--- config.mk ---
export PLATFORM = sky130hd
export DESIGN_NAME = offset_load_scheduler
export DESIGN_NICKNAME = d
export VERILOG_FILES = /design/src/rtl/offset_load_scheduler_pkg.sv /design/src/rtl/hbm_credit_counter.sv /design/src/rtl/offset_load_scheduler.sv
export SDC_FILE = /design/constraint.sdc
export NUM_CORES = 1
export LEC_CHECK = 0
export CAP_MARGIN = 20
export CORE_ASPECT_RATIO = 0.8
export CORE_MARGIN = 1
export CORE_UTILIZATION = 50
export CTS_CLUSTER_SIZE = 28
export DETAILED_ROUTE_END_ITERATION = 10
export PLACE_DENSITY = 0.74
export SLEW_MARGIN = 20
export SYNTH_ARGS = -nofsm -noshare
export SYNTH_HDL_FRONTEND = slang
export SYNTH_SLANG_ARGS = --single-unit
--- constraint.sdc ---
create_clock -name clk -period 6.9 [get_ports clk]
set_clock_uncertainty 0.2 [all_clocks]
set_input_delay 1.035 -clock clk [delete_from_list [all_inputs] [get_ports clk]]
set_output_delay 1.035 -clock clk [all_outputs]
set_load 0.05 [all_outputs]
--- src/rtl/offset_load_scheduler_pkg.sv ---
// Shared FSM encoding and default sizing for the offset URAM load scheduler.
package offset_load_scheduler_pkg;

   typedef enum logic [1:0] {
      StIdle  = 2'd0,
      StIssue = 2'd1,
      StDrain = 2'd2,
      StDone  = 2'd3
   } state_e;

   localparam int unsigned DefHbmAwidth      = 28;
   localparam int unsigned DefBeatCntWidth   = 16;
   localparam int unsigned DefMaxOutstanding = 32;
   localparam int unsigned DefCredWidth      = 6;
   localparam int unsigned CoreNumWidth      = 3;
   // URAM beats each core owns within one pseudo channel.
   localparam int unsigned ChanBeatCount     = (1 << 15) >> CoreNumWidth;

endpackage

--- src/rtl/hbm_credit_counter.sv ---
// Up/down outstanding-request counter; callers keep inc/dec within 0..MAX_COUNT.
module hbm_credit_counter #(
   parameter int unsigned MAX_COUNT = 32,
   parameter int unsigned CNT_WIDTH = 6
) (
   input  logic                 clk,
   input  logic                 rst,
   input  logic                 inc,
   input  logic                 dec,
   output logic [CNT_WIDTH-1:0] count_next,
   output logic                 at_limit,
   output logic                 is_zero
);

   logic [CNT_WIDTH-1:0] count_q, count_d;

   always_comb begin
      count_d = count_q;
      if (inc && !dec) begin
         count_d = count_q + CNT_WIDTH'(1);
      end else if (dec && !inc) begin
         count_d = count_q - CNT_WIDTH'(1);
      end
   end

   always_ff @(posedge clk or posedge rst) begin
      if (rst) begin
         count_q <= '0;
      end else begin
         count_q <= count_d;
      end
   end

   assign count_next = count_d;
   assign at_limit   = (count_q == CNT_WIDTH'(MAX_COUNT));
   assign is_zero    = (count_q == '0);

endmodule

--- src/rtl/offset_load_scheduler.sv ---
// Issues a credit-limited HBM read burst that fills one pseudo channel's offset URAMs and
// holds the front end off until every beat has returned.
module offset_load_scheduler
   import offset_load_scheduler_pkg::*;
#(
   parameter int unsigned HBM_AWIDTH      = DefHbmAwidth,
   parameter int unsigned BEAT_CNT_WIDTH  = DefBeatCntWidth,
   parameter int unsigned MAX_OUTSTANDING = DefMaxOutstanding,
   parameter int unsigned CRED_WIDTH      = DefCredWidth
) (
   input  logic                      clk,
   input  logic                      rst,
   input  logic                      start,
   input  logic [HBM_AWIDTH-1:0]     base_addr,
   input  logic [BEAT_CNT_WIDTH-1:0] num_beats,
   input  logic                      hbm_controller_full,
   input  logic                      hbm_data_valid,
   output logic [HBM_AWIDTH-1:0]     hbm_controller_addr,
   output logic                      hbm_addr_valid,
   output logic                      load_done,
   output logic                      front_ready,
   output logic [BEAT_CNT_WIDTH-1:0] beats_received,
   output logic                      protocol_err
);

   state_e                    state_q, state_d;
   logic [HBM_AWIDTH-1:0]     addr_q, addr_d, base_q, base_d;
   logic [BEAT_CNT_WIDTH-1:0] num_q, num_d, issued_q, issued_d, recv_q, recv_d;
   logic                      valid_q, valid_d, done_q, done_d, perr_q, perr_d;

   logic                      accept, ret, cred_zero, cred_limit;
   logic [CRED_WIDTH-1:0]     cred_next;
   logic [BEAT_CNT_WIDTH-1:0] issued_after, recv_after;

   assign accept = valid_q && !hbm_controller_full;
   // A beat with nothing in flight is a protocol error, not a return.
   assign ret    = hbm_data_valid && !cred_zero;

   assign issued_after = issued_q + BEAT_CNT_WIDTH'(accept);
   assign recv_after   = recv_q + BEAT_CNT_WIDTH'(ret);

   hbm_credit_counter #(
      .MAX_COUNT (MAX_OUTSTANDING),
      .CNT_WIDTH (CRED_WIDTH)
   ) u_credit (
      .clk        (clk),
      .rst        (rst),
      .inc        (accept),
      .dec        (ret),
      .count_next (cred_next),
      .at_limit   (cred_limit),
      .is_zero    (cred_zero)
   );

   always_comb begin
      state_d  = state_q;
      addr_d   = addr_q;
      valid_d  = valid_q;
      base_d   = base_q;
      num_d    = num_q;
      issued_d = issued_after;
      recv_d   = recv_after;
      done_d   = done_q;
      perr_d   = perr_q | (hbm_data_valid && cred_zero);

      unique case (state_q)
         StIdle, StDone: begin
            if (start) begin
               base_d   = base_addr;
               num_d    = num_beats;
               addr_d   = base_addr;
               issued_d = '0;
               recv_d   = '0;
               if (num_beats == '0) begin
                  state_d = StDone;
                  done_d  = 1'b1;
                  valid_d = 1'b0;
               end else begin
                  state_d = StIssue;
                  done_d  = 1'b0;
                  valid_d = 1'b1;
               end
            end
         end
         StIssue: begin
            // Unaccepted requests keep issued_after unchanged, so addr/valid hold.
            valid_d = (issued_after < num_q) && (cred_next < CRED_WIDTH'(MAX_OUTSTANDING));
            addr_d  = base_q + HBM_AWIDTH'(issued_after);
            if (accept && (issued_after == num_q)) begin
               state_d = StDrain;
            end
         end
         StDrain: begin
            valid_d = 1'b0;
            if (recv_after == num_q) begin
               state_d = StDone;
               done_d  = 1'b1;
            end
         end
         default: begin
            state_d = StIdle;
            valid_d = 1'b0;
         end
      endcase
   end

   always_ff @(posedge clk or posedge rst) begin
      if (rst) begin
         state_q  <= StIdle;
         addr_q   <= '0;
         valid_q  <= 1'b0;
         base_q   <= '0;
         num_q    <= '0;
         issued_q <= '0;
         recv_q   <= '0;
         done_q   <= 1'b0;
         perr_q   <= 1'b0;
      end else begin
         state_q  <= state_d;
         addr_q   <= addr_d;
         valid_q  <= valid_d;
         base_q   <= base_d;
         num_q    <= num_d;
         issued_q <= issued_d;
         recv_q   <= recv_d;
         done_q   <= done_d;
         perr_q   <= perr_d;
      end
   end

   // valid is only raised with credit to spare, so an accept can never land at the limit.
   credit_never_exceeded: assert property (@(posedge clk) disable iff (rst)
      !(accept && cred_limit));

   assign hbm_controller_addr = addr_q;
   assign hbm_addr_valid      = valid_q;
   assign load_done           = done_q;
   assign front_ready         = done_q;
   assign beats_received      = recv_q;
   assign protocol_err        = perr_q;

endmodule
Word level (Yosys, flattened, before mapping)
Index checks and enable logic that the tools add are counted.
{"block": "word_totals", "register_bits": 115, "input_bits": 49, "output_inout_bits": 48, "elab_cells": 67}
{"block": "classes", "add_sub_neg": 5, "magnitude_cmp": 2, "n_eq_ne": 8, "n_mux": 20, "n_bitwise": 1, "n_reduce_logical": 21}
{"op": "$mux W16", "count": 4}
{"op": "$pmux W28 S2", "count": 1}
{"op": "$add A16 B1 Y16", "count": 2}
{"op": "$eq A16 B16 Y1", "count": 2}
{"op": "$add A28 B16 Y28", "count": 1}
{"op": "$mux W28", "count": 1}
{"op": "$logic_not A16 Y1", "count": 1}
{"op": "$lt A16 B16 Y1", "count": 1}
{"op": "$mux W6", "count": 2}
{"op": "$mux W2", "count": 4}
{"op": "$logic_and A1 B1 Y1", "count": 7}
{"op": "$add A6 B1 Y6 const B", "count": 1}
{"op": "$logic_not A6 Y1", "count": 1}
{"op": "$lt A6 B6 Y1 const B", "count": 1}
{"op": "$ne A2 B2 Y1 const B", "count": 3}
{"op": "$pmux W2 S3", "count": 1}
{"op": "$reduce_and A3 Y1", "count": 2}
{"op": "$sub A6 B1 Y6 const B", "count": 1}
{"op": "$mux W1", "count": 5}
{"op": "$eq A2 B2 Y1 const B", "count": 2}
{"op": "$logic_not A1 Y1", "count": 4}
{"op": "$reduce_and A2 Y1", "count": 2}
{"op": "$reduce_bool A2 Y1", "count": 2}
{"op": "$pmux W1 S3", "count": 1}
{"op": "5 further kinds", "count": 5}

Longest topological paths before layout
Gate-level depths: netlist (run 1).
{"block": "logic_depth", "word_depth": 9, "depth_mapped": 16}

Modules after synthesis
From an unflattened synthesis (run 1), not the netlist that was laid out.
{"block": "unflattened", "hier_cells": 759, "area_unflattened_um2": 6904.1}
{"module": "offset_load_scheduler", "instances": 1, "cells_per_inst": 719, "area_each_um2": 6502.5, "seq_area_each_um2": 2727.6}
{"module": "hbm_credit_counter", "instances": 1, "cells_per_inst": 40, "area_each_um2": 401.6, "seq_area_each_um2": 150.1}

Worst setup path before layout (run 1)
No wires, ideal clock.
{"block": "synth_timing", "kind": "input port to flip-flop", "from": "in hbm_controller_full", "to": "reg addr_q[17] (netlist: hbm_controller_addr[17])", "setup_time_ns": 0.133, "arrival_ns": 4.200, "required_ns": 6.567, "slack_ns": 2.367, "path_stages": 15, "cell_sequence": "nor2b_1 ha_1 and4_1 and3_1 nand3_1 xnor2_1 ha_1 a21oi_1 o21ai_0 a31oi_1 a21oi_1 o311ai_0 a21boi_0 xnor2_1 o21ai_0"}
{"block": "synth_between", "elab_chain_cells": 5}
{"item": "start, declared", "line": "offset_load_scheduler.sv:16", "rtl": "input logic hbm_controller_full,"}
{"item": "$logic_not A1 Y1", "line": "offset_load_scheduler.sv:35", "rtl": "assign accept = valid_q && !hbm_controller_full;"}
{"item": "$logic_and A1 B1 Y1", "line": "offset_load_scheduler.sv:35"}
{"item": "$add A16 B1 Y16", "line": "offset_load_scheduler.sv:39", "rtl": "assign issued_after = issued_q + BEAT_CNT_WIDTH'(accept);"}
{"item": "$add A28 B16 Y28", "line": "offset_load_scheduler.sv:88", "rtl": "addr_d = base_q + HBM_AWIDTH'(issued_after);"}
{"item": "$pmux W28 S2", "line": "offset_load_scheduler.sv:66", "rtl": "unique case (state_q)"}
{"item": "end signal, assigned", "line": "offset_load_scheduler.sv:120", "rtl": "addr_q <= addr_d;"}
{"item": "end, declared", "line": "offset_load_scheduler.sv:27", "rtl": "logic [HBM_AWIDTH-1:0] addr_q, addr_d, base_q, base_d;"}
No other way between the ends.
A chain may end at the register's enable or synchronous reset.

Final worst setup path (run 1)
{"block": "layout_timing", "from": "in hbm_controller_full", "to": "reg addr_q[21] (netlist: hbm_controller_addr[21])"}
Same word-level chain as after synthesis.

==> results of run 1 <==
registers in the layout, summed over array words and instances (netlist names):
signal,cells
issued_q,16
protocol_err,1
num_q,16
front_ready,1
hbm_controller_addr,28
u_credit.count_q,6
state_q,2
beats_received,16
base_q,28
hbm_addr_valid,1
kinds of logic after synthesis:
| logic type | synth area share [%] |
|---|---|
| xor+xnor | 9.919 |
| fa+ha+maj | 8.438 |
| mux | 2.517 |
| compound gates | 12.32 |
| simple gates | 20.89 |
| flops | 42.56 |
| buf+inv | 3.349 |
metal layers:
layer	track usage [%]	wire (µm)
met4	8.721	269
met3	6.104	938
met5	0	0
met2	40.02	7541
met1	34.01	7887
final timing paths:
| check | start | end | slack (ns) | cells past startpoint |
|---|---|---|---|---|
| setup / recovery | hbm_controller_full | hbm_controller_addr[21] | 1.81 | 17 |
| hold / removal | protocol_err | protocol_err | 0.28 | 1 |
| setup reg to reg | hbm_addr_valid | hbm_controller_addr[21] | 2.43 | 16 |
| hold reg to reg | protocol_err | protocol_err | 0.28 | 1 |
| max in group asynchronous | rst | issued_q[7] | 4.38 | 3 |
| min in group asynchronous | rst | hbm_controller_addr[0] | 0.91 | 2 |
power breakdown:
part	leakage, nW	internal, mW	switching [mW]
clock network	0.285	0.566	0.306
registers	1.47	0.937	0.205
logic	2.23	0.694	1.21
stage by stage:
stage               instances  area (µm²)  worst slack (ns)  hold WS, ns  total power [mW]
global route             1033        8478             1.434       0.2972             4.173
finish                   1033        8478             1.806       0.2803             3.916
floorplan                 752        6761             2.367       0.2523             2.471
global placement         1001        7888             1.627       0.2475             2.962
CTS                      1033        8478             1.815       0.2853             3.924
detailed placement       1001        7888             1.404       0.2711             3.032
synth_stat cells, types with 2 or more instances:
| cell | count |
|---|---|
| mux2i_1 | 17 |
| xnor3_1 | 3 |
| nand3_1 | 18 |
| nor2_1 | 40 |
| nand2b_1 | 3 |
| o31ai_1 | 3 |
| a211oi_1 | 8 |
| o21ai_0 | 62 |
| buf_1 | 5 |
| a21oi_1 | 38 |
| o21bai_1 | 3 |
| and2_1 | 18 |
| and3_1 | 24 |
| nor3_1 | 12 |
| dfrtp_1 | 115 |
| nand2_1 | 150 |
| inv_1 | 32 |
| ha_1 | 44 |
| or2_2 | 4 |
| a31oi_1 | 3 |
| xnor2_1 | 48 |
| nor4_1 | 7 |
| or3_1 | 2 |
| o21a_1 | 2 |
| a41oi_1 | 2 |
| nand4_1 | 12 |
| a21o_1 | 9 |
| nor2b_1 | 5 |
| nor3b_1 | 4 |
| and4_1 | 2 |
| clkbuf_1 | 20 |
| xor2_1 | 19 |
critical path: stages:
cell	delay [ns]
clkdlybuf4s50_1	0.40
nor2b_1	0.42
ha_1	0.28
and4_1	0.30
and3_1	0.27
nand3_1	0.11
xnor2_1	0.30
ha_1	0.37
a21oi_1	0.19
o21ai_0	0.12
a31oi_1	0.25
a21oi_1	0.15
o311ai_0	0.38
buf_4	0.22
a211oi_1	0.09
xnor2_1	0.16
o21ai_0	0.10
cell type report:
class | count | area share [%]
Clock buffer | 23 | 5.756
Tap cell | 175 | 2.583
Multi-Input combinational cell | 578 | 43.29
Inverter | 32 | 1.446
Timing Repair Buffer | 101 | 11.78
Clock inverter | 9 | 1.210
Sequential cell | 115 | 33.94
==> results.py, run 1 <==
metrics = {
    "status": {
        "status": "finished clean",
    },
    "yosys": {
        "yosys_warnings": 0,
        "synth_edf_count": 0,
        "syn-cell-area_um2": 6761,
        "syn_area_per_cell_um2": 8.991,
        "synth.area.top_cells": "dfrtp_1 43%, nand2_1 8.3%, ha_1 8.1%",
        "synth_top_area_share_pct": 42.56,
        "synthFlopType": "dfrtp_1",
        "synth-seq-cells": 115,
        "synthArstFlopShare_pct": 100.0,
        "synth_seq_area_share_pct": 42.56,
        "yosysTopAreaCell": "dfrtp_1",
        "syn_nets": 846,
        "yosysUniqueCellTypes": 50,
        "syn_inst": 752,
    },
    "sta": {
        "tightest_slew_ns": 0.9720,
        "drv_slew": 0,
        "setup_viol": 0,
        "period_needed_ns": 5.094,
        "fmax_mhz": 196.3,
        "fin_crit_sh_pct": 73.82,
        "rsz0062_at_grt": "false",
        "max-slew-margin-rel_pct": 35.05,
        "setup_tns_ns": 0,
        "timing.final.hold_violations": 0,
    },
    "pwr": {
        "ir_drop_uv": 285.6,
        "p_per_area_nw_per_um2": 461.9,
        "p_leak_nw": 3.984,
    },
    "final_layout": {
        "nFillCells": 1025,
        "multi_input_comb_area_um2": 3670,
        "synthToLayoutAreaGrowth_pct": 25.39,
        "fin_util_pct": 65.17,
        "antenna_cells": 0,
        "seqCellArea_um2": 2878,
        "most-common-layout-cells": "150 x nand2_1, 115 x dfrtp_1, 96 x clkdlybuf4s50_1",
        "fin_nets": 939,
        "layout_commonest_cell": "nand2_1",
        "final_layout_size_suffix_gt1_share_pct": 5.478,
    },
    "routing": {
        "vias": 5683,
        "drt_iter0_drc": 337,
        "drc_errors": 0,
        "wirelength_mm": 16.64,
        "firstDrtPassIters": 5,
        "viasPerCell": 5.501,
        "ant_nets": 0,
        "wl_per_cell_um": 16.11,
    },
    "setup_path": {
        "required_ns": 6.96,
        "critical_path.startpoint_type": "primary input",
        "cp-end-kind": "register",
        "worstPathArrival_ns": 5.15,
        "critical_path_class": "primary input to register",
        "worst-path-max-fanout": 7,
    },
    "floorplan": {
        "die_y_um": 106.0,
        "ios": 97,
        "design.die.area_um2": 13990,
        "start_util_pct": 51.98,
        "fp.coreArea_um2": 13010,
        "die_w_um": 132.0,
        "row_count": 37,
    },
    "placement": {
        "port_buffers": 96,
        "dp_hpwl_mm": 11.95,
        "gp_congestion": 0.9193,
    },
    "cts": {
        "cts-root-to-sink-buffers": 2,
        "clk_pin_slew_worst_paths_ns": 0.06,
        "clkSinkCount": 115,
        "cts_tree": "done",
        "cts_resized": 0,
        "clk_latency_ns": 0.41,
        "cts_made_buffers": 17,
        "cts_setup_buffers": 0,
        "htreeDepth": 4,
        "clockRootBuffer": "clkbuf_16",
        "holdBufCountCts": 0,
    },
    "flow_run": {
        "maxCapViolations": 0,
    },
    "grt": {
        "grt_use_total_pct": 25.29,
        "grt_pass1_wl_mm": 27.50,
        "grt_max_degree": 87,
        "grt.overflow.total": 0,
        "grt_pass1_vias": 5506,
        "antenna_found_initial": 0,
    },
    "worst_hold_path": {
        "hold_class": "register to register",
    },
}
No activity file was read; power rests on OpenSTA's default activity.
==> run 2: changes to the inputs <==
Clock period 6.9 ns to 5 ns, I/O delays scaled along.
==> results.py, run 2 (same netlist as run 1, synthesis figures left out) <==
metrics = {
    "setup_path": {
        "crit_family": "compound AO/OA/AOI/OAI gates",
        "cp-end-kind": "register",
        "required_ns": 5.12,
        "cp.depth": 18,
        "r2r-end": "state_q[1]",
        "critical_path_class": "primary input to register",
        "slowest_delay_ns": 0.40,
        "r2r-start": "hbm_addr_valid",
        "r2r_setup_slack_ns": 0.93,
        "rr_worst_depth": 16,
        "path_cells": "clkdlybuf4s50_1, nor2b_1, buf_4, ha_1, and4_1, and3_1, nand3_1, xnor2_1, ha_1, a21oi_1, o21ai_0, a31oi_1, a21oi_1, o311ai_0, buf_4, a21boi_0, xnor2_1, o21ai_0",
        "worstPathArrival_ns": 4.53,
        "worst-path-max-fanout": 7,
        "slowest_stage": "clkdlybuf4s50_1",
        "path_buf_inv": 3,
        "critical_path.startpoint_type": "primary input",
    },
    "pwr": {
        "p_per_area_nw_per_um2": 642.7,
        "ir_drop_uv": 434.3,
        "power_mw": 5.515,
        "p_leak_nw": 4.036,
    },
    "final_layout": {
        "fin_nets": 946,
        "antenna_cells": 0,
        "fin_util_pct": 65.97,
        "most-common-layout-cells": "150 x nand2_1, 115 x dfrtp_1, 96 x clkdlybuf4s50_1",
        "synthToLayoutAreaGrowth_pct": 26.92,
        "layout_commonest_cell": "nand2_1",
        "final_layout_size_suffix_gt1_share_pct": 6.019,
    },
    "routing": {
        "vias": 5644,
        "ant_nets": 0,
        "viasPerCell": 5.432,
        "drc_errors": 0,
        "firstDrtPassIters": 5,
        "wl_per_cell_um": 16.18,
        "drt_iter0_drc": 292,
        "wirelength_mm": 16.81,
    },
    "cts": {
        "clk_latency_ns": 0.41,
        "htreeDepth": 4,
        "cts_resized": 0,
        "clockRootBuffer": "clkbuf_16",
        "cts-root-to-sink-buffers": 2,
        "clkSinkCount": 115,
        "cts_tree": "done",
        "cts_made_buffers": 17,
        "cts_setup_buffers": 0,
        "clk_pin_slew_worst_paths_ns": 0.06,
        "holdBufCountCts": 0,
    },
    "grt": {
        "antenna_found_initial": 0,
        "grt_pass1_vias": 5815,
        "grt.overflow.total": 0,
        "grt_max_degree": 61,
        "grt_pass1_wl_mm": 28.23,
        "grt_use_total_pct": 25.68,
    },
    "sta": {
        "setup_viol": 0,
        "fmax_mhz": 226.9,
        "period_needed_ns": 4.408,
        "timing.final.hold_violations": 0,
        "setup_tns_ns": 0,
        "rsz0062_at_grt": "false",
        "max-slew-margin-rel_pct": 36.70,
        "tightest_slew_ns": 0.9474,
        "drv_slew": 0,
        "fin_crit_sh_pct": 88.15,
    },
    "placement": {
        "dp_hpwl_mm": 11.95,
        "port_buffers": 96,
        "gp_congestion": 0.9256,
    },
    "worst_hold_path": {
        "hold_start": "protocol_err",
        "holdPathEnd": "protocol_err",
        "hold_class": "register to register",
        "holdPathStages": 1,
    },
    "floorplan": {
        "design.die.area_um2": 13990,
        "ios": 97,
        "die_w_um": 132.0,
        "start_util_pct": 51.98,
        "row_count": 37,
        "fp.coreArea_um2": 13010,
        "die_y_um": 106.0,
    },
    "status": {
        "status": "finished clean",
    },
    "flow_run": {
        "maxCapViolations": 0,
    },
}
## run 2: cell types whose count changed in the layout (fill, tap and decap cells not counted), sizes merged
cell and delta:
clkbuf -1, buf +7, clkinv -3, bufinv +3
## run 2: worst max path at each step
stage | slack (ns) | from | endpoint
global route | 0.36 | hbm_controller_full | hbm_controller_addr[19]
finish | 0.59 | hbm_controller_full | hbm_controller_addr[17]
global placement | 0.36 | hbm_controller_full | state_q[1]
CTS | 0.63 | hbm_controller_full | state_q[0]
floorplan | 0.75 | hbm_controller_full | hbm_controller_addr[17]
detailed placement | 0.22 | hbm_controller_full | hbm_controller_addr[17]
## run 2: power breakdown
group / total, mW / internal, mW / switching, mW
registers: 1.57 / 1.29 / 0.275
logic: 2.62 / 0.960 / 1.66
clock network: 1.33 / 0.906 / 0.419
## run 2: final cells by class
| class | count | area [µm²] |
|---|---|---|
| repair buffers | 108 | 1051 |
| well taps | 175 | 219.0 |
| clock inverters | 9 | 177.7 |
| multi-input cells | 578 | 3670 |
| fillers | 1028 | 4427 |
| flip-flops and latches | 115 | 2878 |
| inverters | 32 | 122.6 |
| clock buffers | 22 | 464.2 |
## run 2: metal layers
layer  vias up  track usage (%)  routed length, µm
met2       182            41.31               7728
li1       2786                -                  -
met4         0            8.721                208
met1      2660            34.77               7988
met3        16            5.007                881
met5         -                0                  0
## run 2: stage by stage
| step | cells | instance area (µm²) | hold slack (ns) | worst slack, ns |
|---|---|---|---|---|
| floorplan | 752 | 6761 | 0.2523 | 0.7517 |
| detailed placement | 1008 | 7940 | 0.2668 | 0.2226 |
| global route | 1039 | 8582 | 0.2911 | 0.3566 |
| finish | 1039 | 8582 | 0.2733 | 0.5923 |
| global placement | 1008 | 7940 | 0.2481 | 0.3600 |
| CTS | 1039 | 8582 | 0.2786 | 0.6303 |
==> run 3: changes to the inputs <==
Clock period 5 ns to 4.8 ns, I/O delays scaled along.
==> results.py, run 3 (same netlist as run 1, synthesis figures left out) <==
metrics = {
    "status": {
        "status": "finished clean",
    },
    "floorplan": {
        "design.die.area_um2": 13990,
        "die_y_um": 106.0,
        "fp.coreArea_um2": 13010,
        "row_count": 37,
        "ios": 97,
        "die_w_um": 132.0,
        "start_util_pct": 51.98,
    },
    "worst_hold_path": {
        "hold_class": "register to register",
        "holdPathStages": 1,
        "holdPathEnd": "protocol_err",
        "hold_start": "protocol_err",
    },
    "sta": {
        "setup_tns_ns": 0,
        "tightest_slew_ns": 0.9926,
        "max-slew-margin-rel_pct": 33.68,
        "timing.final.hold_violations": 0,
        "fmax_mhz": 231.8,
        "whs_ns": 0.2684,
        "period_needed_ns": 4.314,
        "setup_viol": 0,
        "fin_crit_sh_pct": 89.88,
        "drv_slew": 0,
        "rsz0062_at_grt": "false",
        "layout_setup_ws_ns": 0.4857,
    },
    "routing": {
        "vias": 5785,
        "drt_iter0_drc": 354,
        "wirelength_mm": 17.04,
        "ant_nets": 0,
        "viasPerCell": 5.510,
        "drc_errors": 0,
        "firstDrtPassIters": 5,
        "wl_per_cell_um": 16.22,
    },
    "grt": {
        "grt_max_degree": 71,
        "grt_pass1_vias": 5764,
        "grt_use_total_pct": 26.19,
        "grt.busiest_layer": "met2",
        "grt.overflow.total": 0,
        "grtUsageMet3_pct": 6.581,
        "antenna_found_initial": 0,
        "grt_use_met1_pct": 35.46,
        "grt_pass1_wl_mm": 28.50,
        "use_met2_pct": 41.01,
    },
    "cts": {
        "cts-root-to-sink-buffers": 2,
        "cts_tree": "done",
        "cts_setup_buffers": 0,
        "clk_pin_slew_worst_paths_ns": 0.05,
        "clkSinkCount": 115,
        "clk_latency_ns": 0.42,
        "htreeDepth": 4,
        "clockRootBuffer": "clkbuf_16",
        "cts_resized": 0,
        "cts_made_buffers": 17,
        "holdBufCountCts": 0,
    },
    "setup_path": {
        "worstPathArrival_ns": 4.40,
        "cp-end-kind": "register",
        "path_cells": "clkdlybuf4s50_1, nor2b_1, buf_4, ha_1, and4_1, and3_1, nand3_1, inv_1, and3_1, xor2_1, ha_1, and3_1, nand4_1, or2_2, or3_1, a221o_2, mux2i_1",
        "worst-path-max-fanout": 4,
        "slowest_delay_ns": 0.46,
        "critical_path.startpoint_type": "primary input",
        "critical_path_class": "primary input to register",
        "r2r-start": "hbm_addr_valid",
        "r2r_setup_slack_ns": 0.76,
        "path_common_cell": "and3_1",
        "r2r-end": "state_q[1]",
        "slowest_stage": "clkdlybuf4s50_1",
        "rr_worst_depth": 16,
        "required_ns": 4.88,
    },
    "flow_run": {
        "maxCapViolations": 0,
    },
    "final_layout": {
        "final_area_um2": 8680,
        "most-common-layout-cells": "150 x nand2_1, 115 x dfrtp_1, 96 x clkdlybuf4s50_1",
        "synthToLayoutAreaGrowth_pct": 28.37,
        "stdcell_count": 1050,
        "nFillCells": 1006,
        "antenna_cells": 0,
        "layout_commonest_cell": "nand2_1",
        "fin_nets": 957,
        "fin_util_pct": 66.72,
        "final_layout_size_suffix_gt1_share_pct": 7.429,
    },
    "placement": {
        "dp_hpwl_mm": 12.20,
        "pre_cts_slack_ns": 0.06100,
        "gp_congestion": 0.9369,
        "port_buffers": 96,
        "dp.cells": 1019,
        "place_area_um2": 8020,
    },
    "pwr": {
        "power_mw": 5.810,
        "p_per_area_nw_per_um2": 669.4,
        "p_leak_nw": 4.109,
        "ir_drop_uv": 391.8,
    },
}
==> run 3: cell types whose count changed in the layout (fill, tap and decap cells not counted), sizes merged <==
| cell | previous run | this run |
|---|---|---|
| clkinv | 1 | 2 |
| buf | 12 | 23 |
| clkinvlp | 3 | 2 |
==> run 3: area by class of cell <==
cell class | instances | area (µm²) | area share (%)
multi-input combinational | 578 | 3670 | 42.28
sequential | 115 | 2878 | 33.16
timing repair buffer | 119 | 1131 | 13.03
clock buffer | 22 | 484.2 | 5.579
tap | 175 | 219.0 | 2.523
clock inverter | 9 | 175.2 | 2.018
inverter | 32 | 122.6 | 1.413
==> run 3: power breakdown <==
part	internal, mW	total, mW	switching (mW)
Clock	0.971	1.42	0.450
Combinational	1.01	2.76	1.74
Sequential	1.35	1.63	0.287
==> run 3: worst max-delay path, delay by kind of cell <==
kind                     cells  cell delay [ns]
buffers and inverters        3             0.67
multiplexers                 1             0.13
AND/OR/NAND/NOR              9             1.79
adder cells (fa/ha/maj)      2             0.51
AO/OA/AOI/OAI                1             0.43
XOR/XNOR                     1             0.16
==> run 3: how the worst max path moves through the flow <==
stage | from | endpoint | slack [ns] | cells after the start
detailed placement | hbm_controller_full | state_q[0] | 0.06 | 17
global placement | hbm_controller_full | state_q[1] | 0.21 | 17
CTS | hbm_controller_full | state_q[0] | 0.50 | 17
global route | hbm_controller_full | hbm_controller_addr[16] | 0.23 | 19
finish | hbm_controller_full | state_q[1] | 0.49 | 17
floorplan | hbm_controller_full | hbm_controller_addr[17] | 0.58 | 15
==> run 3: metal layers <==
layer / routed length (µm) / share of wire, % / up-vias
met5: 0 / 0 / -
met4: 313 / 1.8 / 0
met3: 950 / 5.6 / 20
met2: 7785 / 46 / 197
met1: 7986 / 47 / 2768
li1: - / - / 2800
